===== config.mk =====
export PLATFORM = sky130hd
export DESIGN_NAME = jam_cost_table
export DESIGN_NICKNAME = d
export VERILOG_FILES = /design/src/rtl/jam_cost_table.sv
export SDC_FILE = /design/constraint.sdc
export NUM_CORES = 1
export LEC_CHECK = 0
export BUFFER_PORTS_ARGS = -buffer_cell sky130_fd_sc_hd__buf_2
export CORE_MARGIN = 3
export CORE_UTILIZATION = 50
export DETAILED_ROUTE_END_ITERATION = 8
export GPL_TIMING_DRIVEN = 1
export HOLD_SLACK_MARGIN = 0.08
export PLACE_DENSITY = 0.75
export SYNTH_ARGS = -nofsm -noshare
export SYNTH_HDL_FRONTEND = slang
export SYNTH_SLANG_ARGS = --single-unit

===== constraint.sdc =====
create_clock -name CLK -period 3.73 [get_ports CLK]
set_input_delay 0.1865 -clock CLK [delete_from_list [all_inputs] [get_ports CLK]]
set_output_delay 0.1865 -clock CLK [all_outputs]
set_load 0.05 [all_outputs]

===== src/rtl/jam_cost_table.sv =====
// Cost-matrix responder for the job-assignment initiator: serial 8x8 table load,
// zero-latency (W,J) lookup while serving, and capture of the initiator's result.
module jam_cost_table #(
   parameter int COST_W = 7,
   parameter int CYC_W  = 19
) (
   input  logic              CLK,
   input  logic              RST,
   input  logic              start,
   input  logic              load_valid,
   input  logic [COST_W-1:0] load_data,
   output logic              load_ready,
   input  logic [2:0]        W,
   input  logic [2:0]        J,
   output logic [COST_W-1:0] Cost,
   input  logic              Valid,
   input  logic [9:0]        MinCost,
   input  logic [3:0]        MatchCount,
   output logic              jam_rst,
   output logic              table_ready,
   output logic              done,
   output logic [9:0]        result_min,
   output logic [3:0]        result_cnt,
   output logic [12:0]       table_sum,
   output logic [CYC_W-1:0]  cycles
);

   localparam logic [1:0] S_IDLE  = 2'd0;
   localparam logic [1:0] S_LOAD  = 2'd1;
   localparam logic [1:0] S_SERVE = 2'd2;
   localparam logic [1:0] S_DONE  = 2'd3;

   logic [1:0]        state_q, state_d;
   logic [5:0]        ptr_q, ptr_d;
   logic              load_ready_q, load_ready_d;
   logic              table_ready_q, table_ready_d;
   logic              jam_rst_q, jam_rst_d;
   logic              done_q, done_d;
   logic [9:0]        result_min_q, result_min_d;
   logic [3:0]        result_cnt_q, result_cnt_d;
   logic [12:0]       table_sum_q, table_sum_d;
   logic [CYC_W-1:0]  cycles_q, cycles_d;
   logic              mem_we;

   logic [COST_W-1:0] mem [0:63];

   always_comb begin
      // NOTE: every always_comb output takes its hold value first so no path leaves it unassigned (no latch).
      state_d       = state_q;
      ptr_d         = ptr_q;
      load_ready_d  = load_ready_q;
      table_ready_d = table_ready_q;
      jam_rst_d     = jam_rst_q;
      done_d        = done_q;
      result_min_d  = result_min_q;
      result_cnt_d  = result_cnt_q;
      table_sum_d   = table_sum_q;
      cycles_d      = cycles_q;
      mem_we        = 1'b0;

      case (state_q)
         S_IDLE, S_DONE: begin
            if (start) begin
               state_d      = S_LOAD;
               ptr_d        = 6'd0;
               table_sum_d  = 13'd0;
               cycles_d     = '0;
               done_d       = 1'b0;
               load_ready_d = 1'b1;
            end
         end
         S_LOAD: begin
            if (load_valid && load_ready_q) begin
               mem_we      = 1'b1;
               ptr_d       = ptr_q + 6'd1;
               table_sum_d = table_sum_q + {{(13-COST_W){1'b0}}, load_data};
               if (ptr_q == 6'd63) begin
                  state_d       = S_SERVE;
                  load_ready_d  = 1'b0;
                  table_ready_d = 1'b1;
                  jam_rst_d     = 1'b0;
               end
            end
         end
         default: begin
            // Count includes the cycle on which Valid arrives.
            if (cycles_q != '1) cycles_d = cycles_q + 1'b1;
            if (Valid) begin
               state_d       = S_DONE;
               result_min_d  = MinCost;
               result_cnt_d  = MatchCount;
               done_d        = 1'b1;
               jam_rst_d     = 1'b1;
               table_ready_d = 1'b0;
            end
         end
      endcase
   end

   always_ff @(posedge CLK or negedge RST) begin
      if (!RST) begin
         state_q       <= S_IDLE;
         ptr_q         <= 6'd0;
         load_ready_q  <= 1'b0;
         table_ready_q <= 1'b0;
         jam_rst_q     <= 1'b1;
         done_q        <= 1'b0;
         result_min_q  <= 10'd0;
         result_cnt_q  <= 4'd0;
         table_sum_q   <= 13'd0;
         cycles_q      <= '0;
      end else begin
         // NOTE: non-blocking assignments so every flop samples pre-edge values.
         state_q       <= state_d;
         ptr_q         <= ptr_d;
         load_ready_q  <= load_ready_d;
         table_ready_q <= table_ready_d;
         jam_rst_q     <= jam_rst_d;
         done_q        <= done_d;
         result_min_q  <= result_min_d;
         result_cnt_q  <= result_cnt_d;
         table_sum_q   <= table_sum_d;
         cycles_q      <= cycles_d;
      end
   end

   // NOTE: storage has no reset; it is only served after a complete reload.
   always_ff @(posedge CLK) begin
      if (mem_we) mem[ptr_q] <= load_data;
   end

   // Combinational read: the initiator registers W/J and accumulates Cost on the next edge.
   assign Cost        = (state_q == S_SERVE) ? mem[{W, J}] : '0;
   assign load_ready  = load_ready_q;
   assign table_ready = table_ready_q;
   assign jam_rst     = jam_rst_q;
   assign done        = done_q;
   assign result_min  = result_min_q;
   assign result_cnt  = result_cnt_q;
   assign table_sum   = table_sum_q;
   assign cycles      = cycles_q;

endmodule


# After elaboration in Yosys (flattened, before gate mapping)
# Memory sizes are Yosys's and may differ from the RTL's.
# Cells that the tools add are included.
[op_classes]
n_addsub = 3
multipliers = 0
div_mod_pow = 0
magnitude_cmp = 0
eq_ne = 8
n_shift = 0
n_mux = 31
bitwise_logic = 3
n_reduce_logical = 16
[ops]
columns = ["cell", "count"]
rows = [
  ["two-way mux 19 bit", 2],
  ["one-hot mux 19 bit (2 select lines)", 1],
  ["two-way mux 13 bit", 2],
  ["one-hot mux 13 bit (2 select lines)", 1],
  ["adder 19 x 1 -> 19 bit (second input constant)", 1],
  ["!= test 19 bit (second input constant)", 1],
  ["adder 13 x 7 -> 13 bit", 1],
  ["two-way mux 1 bit", 12],
  ["two-way mux 6 bit", 2],
  ["one-hot mux 6 bit (2 select lines)", 1],
  ["AND reduction 4 bit", 3],
  ["AND reduction 3 bit", 3],
  ["two-way mux 2 bit", 4],
  ["one-hot mux 1 bit (2 select lines)", 4],
  ["nonzero test 2 bit", 4],
  ["two-way mux 7 bit", 1],
  ["adder 6 x 1 -> 6 bit (second input constant)", 1],
  ["equality test 6 bit (second input constant)", 1],
  ["!= test 2 bit (second input constant)", 3],
  ["equality test 2 bit (second input constant)", 2],
  ["one-hot mux 2 bit (2 select lines)", 1],
  ["NOT 1 bit", 3],
  ["nonzero test 3 bit", 1],
  ["OR reduction 3 bit", 1],
  ["5 further kinds", 5],
]
[totals]
ff_bits = 58
latchBits = 0
mem_bits_rw = 448
rom_bits = 0
input_bits = 32
wordCells = 72
mem_count = 1
[mem_list]
columns = ["memory", "words", "width", "rd", "rd_ports_with_merged_regs", "wr", "line", "source"]
rows = [
  ["mem", 64, 7, 1, 0, 1, "45", "logic [COST_W-1:0] mem [0:63];"],
]

# Logic depth before layout (Yosys ltp)
[logic_depth]
depth_word = 5
mapped_depth = 9
mapped_depth_nobuf = 8

# Worst setup path before layout
# No wires, ideal clock.
[synth_timing]
path_kind = "register -> register"
from = "register table_sum_q[0], in the netlist table_sum[0]"
to = "register table_sum_q[10], in the netlist table_sum[10]"
setup_ns = 0.079
arrival_time_ns = 2.339
required_ns = 3.651
slack_ns = 1.311
stages_incl_launch_ff = 9
path_buffers = 0
synth_period_minus_slack_ns = 2.419
path_cell_list = "dfrtp_1 ha_1 inv_1 fa_1 nor2b_1 o21a_1 o21ai_0 a2111oi_2 mux2i_1"
[synth_via]
elab_chain_cells = 3
[synth_lines]
columns = ["item", "line", "source"]
rows = [
  ["from (decl)", "41", "logic [12:0] table_sum_q, table_sum_d;"],
  ["from (signal assigned)", "122", "table_sum_q <= table_sum_d;"],
  ["adder 13 x 7 -> 13 bit", "76", "table_sum_d = table_sum_q + {{(13-COST_W){1'b0}}, load_data};"],
  ["two-way mux 13 bit", "73", "if (load_valid && load_ready_q) begin"],
  ["one-hot mux 13 bit (2 select lines)", "61", "case (state_q)"],
]
# No other way between the ends. The select of a mux whose other input is x is not followed.
# A chain may end at the register's enable or synchronous reset.

# Worst setup path in the final report
[layout_timing]
from = "register state_q[0]"
to = "output port Cost[6]"
[layout_via]
elab_chain_cells = 2
[layout_lines]
columns = ["item", "line", "source"]
rows = [
  ["from (decl)", "33", "logic [1:0] state_q, state_d;"],
  ["from (signal assigned)", "114", "state_q <= state_d;"],
  ["equality test 2 bit", "133", "assign Cost = (state_q == S_SERVE) ? mem[{W, J}] : '0;"],
  ["two-way mux 7 bit", "133", ""],
  ["to (decl)", "15", "output logic [COST_W-1:0] Cost,"],
]
# No other way between the ends.

==> impl_metrics.env <==
export IMPL_start_util_pct=50.7
export IMPL_fin_worst_skew_ns=0.0211
export IMPL_syn_area_um2=20800
export IMPL_multiInputGateArea_um2=5410
export IMPL_drive_gt1_share_pct=23.4
export IMPL_vias=11400
export IMPL_yosys_warnings=0
export IMPL_crit_type="reg2out"
export IMPL_avgSynthCellArea_um2=18.1
export IMPL_die_x_um=210
export IMPL_max_freq_mhz=313
export IMPL_worst_ep_required_time_ns=3.54
export IMPL_track_usage_pct=22.4
export IMPL_ir_drop_uv=497
export IMPL_row_count=74
export IMPL_rsz0062_at_grt="false"
export IMPL_synthFlopType="edfxtp_1"
export IMPL_synth_cell_types=78
export IMPL_end_kind="output port"
export IMPL_slew_viol_final=0
export IMPL_drt_iter0_markers=1136
export IMPL_cts_buffers_inserted=50
export IMPL_outcome="complete, no violations"
export IMPL_setup_viol=0
export IMPL_overflow=0
export IMPL_drt_vias_per_instance=6.15
export IMPL_ys_seq_elements=506
export IMPL_firstDrtPassIters=5
export IMPL_relSlewSlack_pct=37.9
export IMPL_syn_to_final_growth_pct=12.9
export IMPL_synthCells=1149
export IMPL_postCtsSetupRepairBufs=0
export IMPL_fin_crit_ns=3.20
export IMPL_rrSetupSlack_ns=0.56
export IMPL_min_from="load_data[0]"
export IMPL_path_max_fanout=8
export IMPL_reg2reg_depth=6
export IMPL_wl_per_cell_um=26.4
export IMPL_fin_tns_setup_ns=0
export IMPL_worst_pin_slew_ns=0.932
export IMPL_cts_tree="built"
export IMPL_clk_latency_ns=0.56
export IMPL_gp_congestion=0.951
export IMPL_io_pins=89
export IMPL_r2r_start="state_q[1]$_DFFE_PN0P_"
export IMPL_grt_max_degree=65
export IMPL_min_path_type="in2reg"
export IMPL_antenna_found_initial=2
export IMPL_synth_edf_count=448
export IMPL_drv_cap=0
export IMPL_final_util_pct=57.2
export IMPL_hold_viol=0
export IMPL_drc=0
export IMPL_clk_pin_slew_ns=0.06
export IMPL_grt_pass1_wl_um=73700
export IMPL_min_delay_worst_endpoint="table_sum[0]$_DFFE_PN0P_"
export IMPL_power_density_nw_per_um2=582
export IMPL_reg2reg_to="mem[14][2]$_DFFE_PP_"
export IMPL_core_area_um2=40900
export IMPL_cts_root_buf="clkbuf_16"
export IMPL_arrival_ns=3.01
export IMPL_die_h_um=210
export IMPL_nNetsFinal=1324
export IMPL_power_mw=13.6
export IMPL_htree_num_levels=2
export IMPL_cts_repair_resized=0
export IMPL_cts_buffer_depth=3
export IMPL_regArea_um2=14900
export IMPL_finalCritPeriodShare_pct=85.8
export IMPL_dp_hpwl_um=31200
export IMPL_numClockSinks=506
export IMPL_p_leak_nw=7.93
export IMPL_fill_cells=3052
export IMPL_ys_async_sr_fraction_pct=11.5
export IMPL_dieArea_um2=44000
export IMPL_ys_seq_area_share_pct=71.8
export IMPL_syn_num_nets=1194
export IMPL_totalWireLength_um=48900
export IMPL_n_antenna_cell=0
export IMPL_grt_pass1_vias=11600
export IMPL_cp_start_kind="flip-flop"
export IMPL_port_buffers=88
export IMPL_whs_path_depth=3
export IMPL_final_antenna_net_count=0
## cells in the final DEF (no fill, tap or decap), types with 21 or more instances in the layout
master     instances
clkbuf_16         51
buf_2             85
nor2_1           104
dfrtp_1           57
buf_4             26
edfxtp_1         448
mux4_2            95
nand2_1           56
o21ai_0           26
nand3_1           24
mux2i_1           21
## state kept, by name, indices dropped and copies added, names as in the netlist, 2 cells and up
signal,cells
ptr_q,6
result_min,10
cycles,19
table_sum,13
result_cnt,4
state_q,2
mem,448
## area by class of cell
class | count | share of cell area (%)
clock buffers | 66 | 5.73
clock inverters | 27 | 0.876
well taps | 532 | 2.84
repair buffers | 131 | 3.55
inverters | 17 | 0.272
multi-input cells | 573 | 23.1
flip-flops and latches | 506 | 63.6
## Yosys cell counts (all sizes together), types with 3 or more instances
cell type / n / share of area (%)
edfxtp: 448 / 65
clkbuf: 13 / 0.26
nand4: 8 / 0.27
o31ai: 4 / 0.21
nand3: 25 / 0.63
a22o: 6 / 0.25
o211ai: 3 / 0.11
mux4: 107 / 12
buf: 40 / 1.6
mux2: 17 / 0.92
a2111oi: 7 / 0.36
dfrtp: 57 / 6.9
or4: 3 / 0.11
and3: 7 / 0.21
nand2b: 8 / 0.28
nand3b: 4 / 0.14
o22ai: 11 / 0.33
nor2: 104 / 1.9
nor3: 13 / 0.37
nor4: 5 / 0.22
o311ai: 3 / 0.16
mux2i: 21 / 1.0
xor2: 9 / 0.38
ha: 12 / 0.72
o21ai: 29 / 0.70
a22oi: 6 / 0.22
or3: 15 / 0.45
nand2: 56 / 1.0
and2: 4 / 0.12
inv: 16 / 0.29
a31oi: 6 / 0.18
nor2b: 13 / 0.43
a211oi: 5 / 0.24
o21a: 3 / 0.11
o221ai: 7 / 0.30
xnor2: 4 / 0.17
a21oi: 19 / 0.46
a221oi: 5 / 0.21
## per-layer routing
metal  vias to the layer above  track usage (%)  wire length (um)
li1                       4903                -                 -
met1                      5716             30.6             18700
met2                       683             34.4             22900
met3                        95             7.34              5680
met4                         2             7.62              1640
met5                         -                0                13
## kinds of logic (layout without fill, tap and decap cells)
| group | after synthesis | count (layout) | synth area share, % |
|---|---|---|---|
| mux | 145 | 145 | 13.8 |
| simple gates | 270 | 270 | 6.31 |
| buf+inv | 70 | 241 | 2.12 |
| flops | 506 | 506 | 71.8 |
| compound gates | 132 | 132 | 4.63 |
| xor+xnor | 13 | 13 | 0.549 |
| fa+ha+maj | 13 | 13 | 0.820 |
## timing repair
action | CTS | global route
endpoints found under the setup margin | 0 | 0
hold endpoints to repair | 83 | 0
hold buffers | 18 | 0
## worst max path at each step
stage                                   from                   endpoint  slack (ns)  cells past startpoint
finish                state_q[0]$_DFFE_PN0P_                    Cost[6]        0.53                      7
detailed placement    state_q[1]$_DFFE_PN0P_       mem[14][2]$_DFFE_PP_        0.70                      6
CTS                   state_q[0]$_DFFE_PN0P_                    Cost[6]        0.59                      7
global route          state_q[1]$_DFFE_PN0P_        mem[6][4]$_DFFE_PP_        0.41                      6
global placement      state_q[1]$_DFFE_PN0P_       mem[22][1]$_DFFE_PP_        0.79                      6
floorplan           table_sum[0]$_DFFE_PN0P_  table_sum[10]$_DFFE_PN0P_        1.31                      8
## report_power, final
group / total (mW) / internal, mW / switching (mW)
registers: 6.52 / 6.37 / 0.153
logic: 2.32 / 0.661 / 1.66
clock network: 4.78 / 2.74 / 2.04
total: 13.6 / 9.77 / 3.86
## worst max-delay path: stages (launching register included)
cell	delay (ns)
dfrtp_1	0.40
inv_1	0.09
ha_1	0.37
and2_1	0.42
o221ai_1	0.26
a221oi_1	0.42
a21o_1	0.20
buf_2	0.29
## metrics by stage
stage,setup WS (ns),hold slack (ns),cell area [um^2],cells
after CTS,0.594,0.0911,23400,1852
after global placement,0.790,0.379,21700,1741
after detailed placement,0.704,0.397,21700,1741
after global routing,0.412,0.0938,23400,1852
after floorplan,1.31,-0.109,20800,1149
final,0.531,0.0832,23400,1852
(Power assumes the default switching activity.)
